$ cat src/rtl/cart_rom_loader.sv
`default_nettype none
//==============================================================================
// Module   : cart_rom_loader
// Purpose  : Power-up loader for the cartridge ROM image. Starts the SPI flash
//            loader, turns its toggle req/ack byte stream into single-cycle
//            BRAM write strobes, checks the byte count, enforces a millisecond
//            timeout, and keeps the C64 in reset (and the SPI mux on the
//            loader) until a complete image has been written.
//
// Ports    : clk          system clock (sysclk domain)
//            reset        asynchronous, active-high reset
//            ena_1khz     one-cycle 1 kHz tick
//            slot_valid   flash slot number from the USB micro is valid
//            retry        one-cycle restart request after a failed load
//            flash_start  one-cycle start pulse to the flash loader
//            flash_busy   flash loader busy
//            flash_req    toggle: new byte available
//            flash_ack    toggle acknowledge
//            flash_a      byte address from the flash loader
//            flash_q      byte data from the flash loader
//            bram_we      one-cycle BRAM write strobe
//            bram_a       BRAM write address
//            bram_d       BRAM write data
//            done         image loaded and verified (MMC64 owns SPI)
//            error        load failed
//            hold_reset   keep the C64 in reset
//            byte_count   bytes written in the current attempt
//            checksum     modulo-256 sum of bytes written
//
// Revision : 1.0 - initial release
//==============================================================================
module cart_rom_loader #(
    parameter int A_BITS         = 14,
    parameter int EXPECTED_BYTES = 8192,
    parameter int TIMEOUT_MS     = 2000
) (
    input  logic              clk,
    input  logic              reset,
    input  logic              ena_1khz,
    input  logic              slot_valid,
    input  logic              retry,
    output logic              flash_start,
    input  logic              flash_busy,
    input  logic              flash_req,
    output logic              flash_ack,
    input  logic [A_BITS-1:0] flash_a,
    input  logic [7:0]        flash_q,
    output logic              bram_we,
    output logic [A_BITS-1:0] bram_a,
    output logic [7:0]        bram_d,
    output logic              done,
    output logic              error,
    output logic              hold_reset,
    output logic [A_BITS:0]   byte_count,
    output logic [7:0]        checksum
);

    //--------------------------------------------------------------------------
    // Constants
    //--------------------------------------------------------------------------
    localparam int              c_ms_w     = (TIMEOUT_MS < 1) ? 1 : $clog2(TIMEOUT_MS + 1);
    localparam logic [A_BITS:0] c_expected = (A_BITS + 1)'(EXPECTED_BYTES);
    localparam logic [c_ms_w-1:0] c_timeout = c_ms_w'(TIMEOUT_MS);

    localparam logic [2:0] c_st_idle      = 3'd0;
    localparam logic [2:0] c_st_start     = 3'd1;
    localparam logic [2:0] c_st_wait_busy = 3'd2;
    localparam logic [2:0] c_st_load      = 3'd3;
    localparam logic [2:0] c_st_done      = 3'd4;
    localparam logic [2:0] c_st_error     = 3'd5;

    //--------------------------------------------------------------------------
    // Registers and combinational helpers
    //--------------------------------------------------------------------------
    logic [2:0]        r_state;
    logic [2:0]        w_state_next;
    logic              r_flash_ack;
    logic              r_bram_we;
    logic [A_BITS-1:0] r_bram_a;
    logic [7:0]        r_bram_d;
    logic [A_BITS:0]   r_byte_count;
    logic [7:0]        r_checksum;
    logic [c_ms_w-1:0] r_ms_count;

    logic w_toggle;
    logic w_loading;
    logic w_full;
    logic w_accept;
    logic w_overflow;
    logic w_complete;
    logic w_timeout;

    // A toggle is pending whenever the loader's req differs from our ack.
    assign w_toggle   = flash_req ^ r_flash_ack;
    assign w_loading  = (r_state == c_st_wait_busy) || (r_state == c_st_load);
    assign w_full     = (r_byte_count == c_expected);
    assign w_accept   = w_loading && w_toggle && !w_full;
    assign w_overflow = w_loading && w_toggle && w_full;
    assign w_timeout  = (r_ms_count == c_timeout);

    // The completion check waits for the write pipeline to drain (no pending
    // toggle, no strobe in flight) so a last byte that arrives together with
    // the falling busy is always counted before the verdict.
    assign w_complete = (r_state == c_st_load) && !flash_busy && !w_toggle && !r_bram_we;

    //--------------------------------------------------------------------------
    // FSM: state register
    //--------------------------------------------------------------------------
    always_ff @(posedge clk or posedge reset) begin
        if (reset) begin
            r_state <= c_st_idle;
        end else begin
            r_state <= w_state_next;
        end
    end

    //--------------------------------------------------------------------------
    // FSM: next-state logic
    //--------------------------------------------------------------------------
    always_comb begin
        w_state_next = r_state;
        case (r_state)
            c_st_idle: begin
                if (slot_valid) begin
                    w_state_next = c_st_start;
                end
            end
            c_st_start: begin
                w_state_next = c_st_wait_busy;
            end
            c_st_wait_busy: begin
                if (w_overflow || w_timeout) begin
                    w_state_next = c_st_error;
                end else if (flash_busy) begin
                    w_state_next = c_st_load;
                end
            end
            c_st_load: begin
                // Completion verdict outranks a coincident timeout.
                if (w_complete) begin
                    w_state_next = w_full ? c_st_done : c_st_error;
                end else if (w_overflow || w_timeout) begin
                    w_state_next = c_st_error;
                end
            end
            c_st_done: begin
                w_state_next = c_st_done;
            end
            c_st_error: begin
                if (retry) begin
                    w_state_next = c_st_idle;
                end
            end
            default: begin
                w_state_next = c_st_idle;
            end
        endcase
    end

    //--------------------------------------------------------------------------
    // FSM: state-decoded outputs
    //--------------------------------------------------------------------------
    always_comb begin
        flash_start = 1'b0;
        done        = 1'b0;
        error       = 1'b0;
        case (r_state)
            c_st_start: flash_start = 1'b1;
            c_st_done:  done        = 1'b1;
            c_st_error: error       = 1'b1;
            default: begin
                flash_start = 1'b0;
            end
        endcase
    end

    assign hold_reset = ~done;

    //--------------------------------------------------------------------------
    // Byte datapath: toggle handshake, write strobe, count, checksum, ms timer
    //--------------------------------------------------------------------------
    always_ff @(posedge clk or posedge reset) begin
        if (reset) begin
            r_flash_ack  <= 1'b0;
            r_bram_we    <= 1'b0;
            r_bram_a     <= '0;
            r_bram_d     <= '0;
            r_byte_count <= '0;
            r_checksum   <= '0;
            r_ms_count   <= '0;
        end else begin
            // Every state except START acknowledges what it sees: IDLE, DONE
            // and ERROR discard the byte, the loading states consume it.
            // START holds off so a toggle landing there is handled in
            // WAIT_BUSY rather than silently dropped.
            if (r_state != c_st_start) begin
                r_flash_ack <= flash_req;
            end

            r_bram_we <= w_accept;
            if (w_accept) begin
                r_bram_a <= flash_a;
                r_bram_d <= flash_q;
            end

            // Count and checksum follow the strobe, so they always describe
            // bytes that actually reached the BRAM.
            if (r_bram_we) begin
                r_byte_count <= r_byte_count + 1'b1;
                r_checksum   <= r_checksum + r_bram_d;
            end

            if (w_loading && ena_1khz && !w_timeout) begin
                r_ms_count <= r_ms_count + 1'b1;
            end

            if ((r_state == c_st_idle) && slot_valid) begin
                r_byte_count <= '0;
                r_checksum   <= '0;
                r_ms_count   <= '0;
            end
        end
    end

    assign flash_ack  = r_flash_ack;
    assign bram_we    = r_bram_we;
    assign bram_a     = r_bram_a;
    assign bram_d     = r_bram_d;
    assign byte_count = r_byte_count;
    assign checksum   = r_checksum;

endmodule
`default_nettype wire

$ cat config.mk
export PLATFORM = sky130hd
export DESIGN_NAME = cart_rom_loader
export DESIGN_NICKNAME = d
export VERILOG_FILES = /design/src/rtl/cart_rom_loader.sv
export SDC_FILE = /design/constraint.sdc
export NUM_CORES = 1
export LEC_CHECK = 0
export ABC_AREA = 1
export CORE_MARGIN = 2
export CORE_UTILIZATION = 52
export CTS_BUF_LIST = sky130_fd_sc_hd__clkbuf_8
export DETAILED_ROUTE_END_ITERATION = 12
export GPL_TIMING_DRIVEN = 0
export PLACE_DENSITY_LB_ADDON = 0.15
export SYNTH_ARGS = -nofsm -noshare
export SYNTH_HDL_FRONTEND = slang
export SYNTH_SLANG_ARGS = --single-unit
$ cat constraint.sdc
create_clock -name clk -period 3.1 [get_ports clk]
set_clock_uncertainty 0.2 [all_clocks]
set_input_delay 0.93 -clock clk [delete_from_list [all_inputs] [get_ports clk]]
set_output_delay 0.93 -clock clk [all_outputs]
set_load 0.1 [all_outputs]
==> results of run 1 <==
-- registers in the layout (all words and copies together), names as in the netlist --
name        count
bram_d          8
byte_count     15
bram_a         14
checksum        8
flash_ack       1
r_state         3
r_ms_count     11
bram_we         1
-- cells by family after synthesis --
| family | Yosys count | share of synthesized area |
|---|---|---|
| AND/OR/NAND/NOR | 274 | 0.347 |
| XOR/XNOR | 5 | 0.0129 |
| adder cells (fa/ha/maj) | 12 | 0.0466 |
| buffers and inverters | 58 | 0.0706 |
| AO/OA/AOI/OAI | 45 | 0.0717 |
| flip-flops | 61 | 0.451 |
-- worst max-delay path by stage --
stage	to
2_1_floorplan	done
3_3_place_gp	byte_count[11]
3_5_place_dp	flash_start
4_1_cts	byte_count[0]
5_1_grt	done
6_report	checksum[1]
-- final cells by class --
class / count / area (µm²) / area share
Inverter: 50 / 188 / 0.0415
Tap cell: 77 / 96.3 / 0.0213
Sequential cell: 61 / 1530 / 0.338
Multi-Input combinational cell: 336 / 1620 / 0.358
Clock inverter: 6 / 86.3 / 0.0191
Timing Repair Buffer: 80 / 816 / 0.180
Buffer: 8 / 51.3 / 0.0113
Clock buffer: 10 / 138 / 0.0304
-- routing by layer --
| metal | share of wire | global-route usage | wire, µm | up-vias |
|---|---|---|---|---|
| met5 | 0 | 0 | 0 | - |
| met4 | 0.015 | 0.108 | 124 | 0 |
| met3 | 0.075 | 0.0688 | 638 | 15 |
| met2 | 0.48 | 0.430 | 4090 | 111 |
| met1 | 0.43 | 0.312 | 3660 | 1537 |
| li1 | - | - | - | 1639 |
-- power groups by stage --
stage	combinational (W)	sequential, W	clock [W]
finish	0.00321	0.00127	0.000809
global route	0.00342	0.00131	0.000854
CTS	0.00322	0.00127	0.000824
detailed placement	0.00321	0.00128	0
global placement	0.00316	0.00127	0
floorplan	0.00102	0.00270	0
-- cells in the mapped netlist (2+ instances only) --
| cell | instances | share of area |
|---|---|---|
| o21ai_1 | 5 | 0.0074 |
| buf_2 | 5 | 0.0074 |
| nor3_1 | 14 | 0.021 |
| nor2_1 | 52 | 0.058 |
| nand4_1 | 8 | 0.015 |
| ha_1 | 11 | 0.041 |
| nand2_1 | 152 | 0.17 |
| buf_4 | 2 | 0.0044 |
| nor3_2 | 4 | 0.012 |
| inv_1 | 45 | 0.050 |
| nor3b_1 | 2 | 0.0044 |
| nor2_2 | 2 | 0.0037 |
| dfrtp_1 | 61 | 0.45 |
| xor2_1 | 4 | 0.010 |
| a21oi_1 | 13 | 0.019 |
| o211ai_1 | 2 | 0.0044 |
| o21ai_0 | 21 | 0.031 |
| inv_2 | 5 | 0.0055 |
| nand3_1 | 32 | 0.047 |
| nand2_2 | 4 | 0.0074 |
-- per-stage QoR --
step / cells / hold WS [ns] / area, µm² / TNS [ns] / power (W)
final: 628 / 0.282 / 4520 / 0 / 0.00529
after global routing: 628 / 0.314 / 4520 / 0 / 0.00558
after CTS: 628 / 0.285 / 4510 / 0 / 0.00531
after detailed placement: 612 / 0.264 / 4290 / -0.0759 / 0.00449
after global placement: 611 / 0.260 / 4270 / -38.72 / 0.00443
after floorplan: 455 / 0.310 / 3380 / 0 / 0.00372
-- what timing repair did --
action,CTS,global route
buffers inserted,0,0
setup endpoints to repair,8,8
gates cloned,0,0
gates resized for setup,10,9
pin swaps,0,0
==> reports/summary.txt, run 1 <==
DR vias: 3302
Period utilization: 0.985
Top FF cell, synth: dfrtp_1
Number of global-route vias before repair: 3297
Post-route minimum period: 3.05 ns
CP Launch Point: checksum[1]
Largest net degree at the start of global routing: 41
Worst hold endpoint: bram_a[8]
GRT Total Usage: 0.256
Crit path largest cell delay: 1.19 ns
# rows: 29
Utilization after layout: 0.716
Ratio of cells with drive above 1 in the final layout: 0.0799
Switching Share: 0.568
Worst slew pin tran: 1.01 ns
R2R cell count: 9
Library cells used by synthesis: 31
Num ports: 80
Crit start category: flip-flop
Worst slack at placement: -0.0759 ns
Wirelength per Cell: 13.5 µm
CTS Buffer Depth: 2
Die area: 7170 µm²
Ys async rst share: 1.00
Fin. Hold Viols: 0
Fmax: 328 MHz
Core outline area: 6310 µm²
ANT cells: 0
Synthesized instance count: 455
Pwr per Cell Area: 1170 nW/µm²
Hpwl dp: 6190 µm
Max_cap viols: 0
Final Worst Setup Slack: 0.0472 ns
Final Max Slew Viols: 0
Internal Pwr Total: 0.00228 W
Synthesized Nets: 496
Fillers: 526
RSZ-0062 raised after global routing: no
Crit Path Class: flip-flop to primary output
DR iter-0 viols: 131
Reg2reg setup slack: 1.12 ns
WP buf/inv: 1
Post-DRT Antenna Nets: 0
# hold bufs at CTS: 0
Clock power frac: 0.153
Leak: 2.32 nW
Cts bufs inserted: 9
Syn_area_per_cell: 7.44 µm²
Setup violations, final: 0
First-pass GRT wire length: 14700 µm
Final wirelength: 8510 µm
HP Start: bram_a[8]
Layout area overhead: 33.6%
Input/output buffers: 79
Reg-to-reg endpoint: r_ms_count[5]
Worst Path Required: 1.97 ns
Via/cell ratio: 5.26
Routability cong.: 0.896
Die Y: 84.7 µm
H-Tree Depth: 3
Share of synthesized area occupied by flip-flops and latches: 0.451
Slowest CP cell: clkdlybuf4s50_1
Initial antenna violation count: 0
Flop pwr share: 0.241
Mapped Area: 3380 µm²
#FFs+latches synth: 61
Clock sink count: 61
Type of destination of the critical path: primary output
Most common cell after layout, fill and taps aside: nand2_1
Number of synthesized flops with an enable pin: 0
CTS tree: yes
Worst slew margin: 0.324
Outcome: finished, final reports clean
WP depth: 1
Root Buffer: clkbuf_8
Cells along the critical path: clkdlybuf4s50_1
Layout Nets: 587
DR DRC count: 0
Commonest cells after routing, fill and taps aside: nand2_1 (152), clkdlybuf4s50_1 (65), dfrtp_1 (61)
Crit Reg-Reg Startpoint: r_ms_count[0]
Crit path DAT: 1.92 ns
Initial core utilization: 0.536
Chip width: 84.7 µm
DRT Pass-1 Iters: 5
CP top delay family: buffers and inverters
VDD IR-drop max: 0.000938 V
Switch Pwr: 0.00301 W
Clk slew on worst S/H paths: 0.07 ns
Later-pin clock latency in the skew report: 0.34 ns
Worst-path fanout max: 3
YS warnings: 0
HP Class: flip-flop to flip-flop
Hold depth: 2
Logic gate share of total power: 0.606
Grt ovf: 0
No activity file was read; power rests on OpenSTA's default activity.
==> inputs of run 2 (changes only) <==
- SKIP_LAST_GASP: not set -> 1
==> reports/summary.txt, run 2 (synthesis results as in run 1) <==
Root Buffer: clkbuf_8 (unchanged)
Slowest CP cell: clkdlybuf4s50_1 (unchanged)
Crit start category: flip-flop (unchanged)
Reg2reg setup slack: 1.12 ns (about the same)
Cells along the critical path: clkdlybuf4s50_1 (unchanged)
# rows: 29 (unchanged)
Via/cell ratio: 5.27 (was 5.26)
Leak: 2.32 nW (about the same)
Initial antenna violation count: 0 (unchanged)
Max reg flops: 15 (unchanged)
Max_cap viols: 0 (unchanged)
RSZ-0062 raised after global routing: no (unchanged)
Worst-path fanout max: 3 (unchanged)
Final Max Slew Viols: 0 (unchanged)
Crit path DAT: 1.93 ns (was 1.92 ns)
Grt ovf: 0 (unchanged)
Num ports: 80 (unchanged)
Crit Path Class: flip-flop to primary output (unchanged)
Chip width: 84.7 µm (unchanged)
Worst Path Required: 1.97 ns (about the same)
Final setup TNS: 0 ns (unchanged)
GRT Total Usage: 0.256 (about the same)
Clock sink count: 61 (unchanged)
Die Y: 84.7 µm (unchanged)
Later-pin clock latency in the skew report: 0.34 ns (about the same)
Most common cell after layout, fill and taps aside: nand2_1 (unchanged)
Die area: 7170 µm² (unchanged)
ANT cells: 0 (unchanged)
Post-DRT Antenna Nets: 0 (unchanged)
CTS tree: yes (unchanged)
Initial core utilization: 0.536 (unchanged)
Post-route minimum period: 3.06 ns (was 3.05 ns)
Hpwl dp: 6190 µm (unchanged)
Commonest cells after routing, fill and taps aside: nand2_1 (152), clkdlybuf4s50_1 (65), dfrtp_1 (61) (unchanged)
Wirelength per Cell: 13.6 µm (was 13.5 µm)
Largest net degree at the start of global routing: 41 (unchanged)
DRT Pass-1 Iters: 5 (unchanged)
WP buf/inv: 1 (unchanged)
Number of global-route vias before repair: 3294 (was 3297)
Layout area overhead: 33.2% (was 33.6%)
Fmax: 327 MHz (was 328 MHz)
Fillers: 528 (was 526)
Crit path largest cell delay: 1.19 ns (about the same)
Final wirelength: 8510 µm (about the same)
Fin. Hold Viols: 0 (unchanged)
Cts bufs inserted: 9 (unchanged)
DR DRC count: 0 (unchanged)
Clk slew on worst S/H paths: 0.07 ns (about the same)
Ratio of cells with drive above 1 in the final layout: 0.0817 (was 0.0799)
Worst slew margin: 0.324 (about the same)
CP top delay family: buffers and inverters (unchanged)
DR iter-0 viols: 131 (unchanged)
DR vias: 3309 (was 3302)
CTS Buffer Depth: 2 (unchanged)
H-Tree Depth: 3 (unchanged)
First-pass GRT wire length: 14700 µm (about the same)
Worst slack at placement: -0.0759 ns (unchanged)
Outcome: finished, final reports clean (unchanged)
Type of destination of the critical path: primary output (unchanged)
Period utilization: 0.986 (was 0.985)
Setup violations, final: 0 (unchanged)
Input/output buffers: 79 (unchanged)
Worst slew pin tran: 1.01 ns (about the same)
VDD IR-drop max: 0.000938 V (about the same)
Final Worst Setup Slack: 0.0440 ns (was 0.0472 ns)
HP Class: flip-flop to flip-flop (unchanged)
Routability cong.: 0.896 (unchanged)
Core outline area: 6310 µm² (unchanged)
Pwr per Cell Area: 1170 nW/µm² (about the same)
Layout Nets: 587 (unchanged)
[run 2: timing repair]
item	in CTS	in global routing
setup buffers	0	0
resized for setup	8	12
hold buffers	0	0
gates cloned	0	0
setup endpoints to repair	8	9
hold endpoints to repair	0	0
[run 2: final timing paths]
kind | from | end | depth (start not counted)
hold / removal | bram_a[8] | bram_a[8] | 2
hold reg to reg | bram_a[8] | bram_a[8] | 2
max in group asynchronous | reset | byte_count[1] | 3
min in group asynchronous | reset | r_ms_count[6] | 2
setup reg to reg | r_ms_count[0] | r_ms_count[8] | 10
setup / recovery | checksum[1] | checksum[1] | 1
[run 2: area by class of cell]
cell class                      count  area (µm²)  area share
Inverter                           50         188      0.0416
Clock inverter                      6        86.3      0.0191
Buffer                              8        51.3      0.0114
Timing Repair Buffer               80         805       0.178
Clock buffer                       10         138      0.0305
Multi-Input combinational cell    336        1620       0.359
Sequential cell                    61        1530       0.339
Tap cell                           77        96.3      0.0214
[run 2: layer usage]
metal | global-route usage | part of all wire | wire [µm]
met5 | 0 | 0 | 0
met1 | 0.312 | 0.43 | 3680
met2 | 0.430 | 0.48 | 4080
met3 | 0.0688 | 0.073 | 621
met4 | 0.108 | 0.015 | 127
[run 2: where the power goes]
part           leakage (nW)  switching (W)  total, W  internal (W)
registers             0.798       0.000229   0.00127       0.00104
clock network         0.112       0.000336  0.000809      0.000473
logic                  1.41        0.00244   0.00320      0.000760
total                  2.32        0.00301   0.00528       0.00228
[run 2: through the flow]
step                      power, W  cells  instance area [µm²]  hold slack [ns]  utilization
after CTS                  0.00531    628                 4510            0.285        0.714
after floorplan            0.00372    455                 3380            0.310            -
final                      0.00528    628                 4510            0.282        0.714
after global routing       0.00558    628                 4510            0.314        0.714
after global placement     0.00443    611                 4270            0.260        0.677
after detailed placement   0.00449    612                 4290            0.264        0.680
==> inputs of run 3 (changes only) <==
- RECOVER_POWER: not set -> 100
==> reports/summary.txt, run 3 (synthesis results as in run 1) <==
Post-route minimum period: 3.05 ns (was 3.06 ns)
Number of global-route vias before repair: 3294 (unchanged)
Root Buffer: clkbuf_8 (unchanged)
Routability cong.: 0.896 (unchanged)
Commonest cells after routing, fill and taps aside: nand2_1 (154), dfrtp_1 (61), nor2_1 (52), clkdlybuf4s50_1 (52), inv_1 (47) (was nand2_1 (152), clkdlybuf4s50_1 (65), dfrtp_1 (61))
Reg2reg setup slack: 0.86 ns (was 1.12 ns)
Outcome: finished, final reports clean (unchanged)
First-pass GRT wire length: 14700 µm (unchanged)
Largest net degree at the start of global routing: 41 (unchanged)
Crit Path Class: flip-flop to primary output (unchanged)
Num ports: 80 (unchanged)
Fmax: 328 MHz (was 327 MHz)
Pwr per Cell Area: 1180 nW/µm² (was 1170 nW/µm²)
DRT Pass-1 Iters: 5 (unchanged)
Crit path largest cell delay: 1.19 ns (about the same)
Total power: 0.00521 W (was 0.00528 W)
Setup violations, final: 0 (unchanged)
Reg-to-reg endpoint: bram_d[4] (was r_ms_count[8])
Initial antenna violation count: 1 (was 0)
Max_cap viols: 0 (unchanged)
HP Start: bram_a[6] (was bram_a[8])
Worst-path fanout max: 3 (unchanged)
CP top delay family: buffers and inverters (unchanged)
Chip width: 84.7 µm (unchanged)
Leak: 2.19 nW (was 2.32 nW)
Initial core utilization: 0.536 (unchanged)
Slowest CP cell: clkdlybuf4s50_1 (unchanged)
DR iter-0 viols: 144 (was 131)
Worst hold endpoint: bram_a[6] (was bram_a[8])
Max reg flops: 15 (unchanged)
Wirelength per Cell: 13.6 µm (about the same)
Later-pin clock latency in the skew report: 0.34 ns (about the same)
Clock sink count: 61 (unchanged)
# hold bufs at CTS: 0 (unchanged)
Die Y: 84.7 µm (unchanged)
GRT Total Usage: 0.256 (unchanged)
Final wirelength: 8530 µm (was 8510 µm)
H-Tree Depth: 3 (unchanged)
Final Max Slew Viols: 0 (unchanged)
Crit path DAT: 1.92 ns (was 1.93 ns)
Crit start category: flip-flop (unchanged)
Cells along the critical path: clkdlybuf4s50_1 (unchanged)
CTS Buffer Depth: 2 (unchanged)
Input/output buffers: 79 (unchanged)
DR DRC count: 0 (unchanged)
Ratio of cells with drive above 1 in the final layout: 0.0635 (was 0.0817)
Type of destination of the critical path: primary output (unchanged)
Flop pwr share: 0.244 (was 0.241)
Worst slew margin: 0.200 (was 0.324)
Cts bufs inserted: 9 (unchanged)
Grt ovf: 0 (unchanged)
HP Class: flip-flop to flip-flop (unchanged)
CTS tree: yes (unchanged)
Most common cell after layout, fill and taps aside: nand2_1 (unchanged)
Worst Path Required: 1.97 ns (about the same)
Post-CTS Setup Bufs: 0 (unchanged)
Internal Pwr Total: 0.00221 W (was 0.00228 W)
Via/cell ratio: 5.24 (was 5.27)
Layout Nets: 587 (unchanged)
R2R cell count: 12 (was 10)
DR vias: 3296 (was 3309)
Hpwl dp: 6190 µm (unchanged)
WP buf/inv: 1 (unchanged)
Cts repair resizes: 8 (unchanged)
Clock power frac: 0.156 (was 0.153)
Logic gate share of total power: 0.600 (was 0.606)
Layout area overhead: 30.2% (was 33.2%)
Post-DRT Antenna Nets: 0 (unchanged)
Switching Share: 0.576 (was 0.569)
Utilization after layout: 0.698 (was 0.714)
Period utilization: 0.985 (was 0.986)
Core outline area: 6310 µm² (unchanged)
Switch Pwr: 0.00300 W (was 0.00301 W)
# rows: 29 (unchanged)
Die area: 7170 µm² (unchanged)
VDD IR-drop max: 0.000925 V (was 0.000938 V)
RSZ-0062 raised after global routing: no (unchanged)
Crit Reg-Reg Startpoint: byte_count[0] (was r_ms_count[0])
Worst slew pin tran: 1.20 ns (was 1.01 ns)
Clk slew on worst S/H paths: 0.08 ns (was 0.07 ns)
Hold depth: 2 (unchanged)
Fin. Hold Viols: 0 (unchanged)
[run 3: cell type report]
type	instances	area [µm²]
Buffer	8	40.0
Sequential cell	61	1530
Multi-Input combinational cell	336	1610
Fill cell	547	1910
Clock buffer	10	138
Inverter	50	188
Timing Repair Buffer	80	714
Clock inverter	6	86.3
Tap cell	77	96.3
Antenna cell	1	2.50
[run 3: how the worst max path moves through the flow]
stage / from / to / depth (start not counted)
after floorplan: r_state[1] / done / 3
after global placement: reset / byte_count[11] / 2
after detailed placement: r_state[1] / flash_start / 4
after CTS: r_state[1] / flash_start / 4
after global routing: byte_count[1] / byte_count[1] / 1
final: checksum[1] / checksum[1] / 1
[run 3: metal layers]
layer | global-route usage | vias to the layer above | part of all wire
li1 | - | 1644 | -
met4 | 0.108 | 0 | 0.015
met5 | 0 | - | 0
met2 | 0.430 | 103 | 0.48
met3 | 0.0688 | 15 | 0.070
met1 | 0.312 | 1534 | 0.43
[run 3: worst reg2reg max path: cells and delay by family, from the launching register on]
family / cells / cell delay [ns]
buf+inv: 4 / 0.75
fa+ha+maj: 1 / 0.24
simple gates: 7 / 0.54
flops: 1 / 0.44
[run 3: metrics by stage]
step / cell area (µm²) / hold slack [ns] / TNS, ns / cells / setup WS (ns)
5_1_grt: 4410 / 0.309 / 0 / 629 / 0.00939
4_1_cts: 4510 / 0.285 / -0.158 / 628 / -0.158
6_report: 4410 / 0.279 / 0 / 629 / 0.0471
2_1_floorplan: 3380 / 0.310 / 0 / 455 / 0.00808
3_3_place_gp: 4270 / 0.260 / -38.72 / 611 / -0.637
3_5_place_dp: 4290 / 0.264 / -0.0759 / 612 / -0.0759
[run 3: power groups by stage]
stage               sequential (W)  clock, W  combinational [W]
detailed placement         0.00128         0            0.00321
CTS                        0.00127  0.000824            0.00321
finish                     0.00127  0.000813            0.00313
global placement           0.00127         0            0.00316
floorplan                  0.00270         0            0.00102
global route               0.00131  0.000854            0.00334
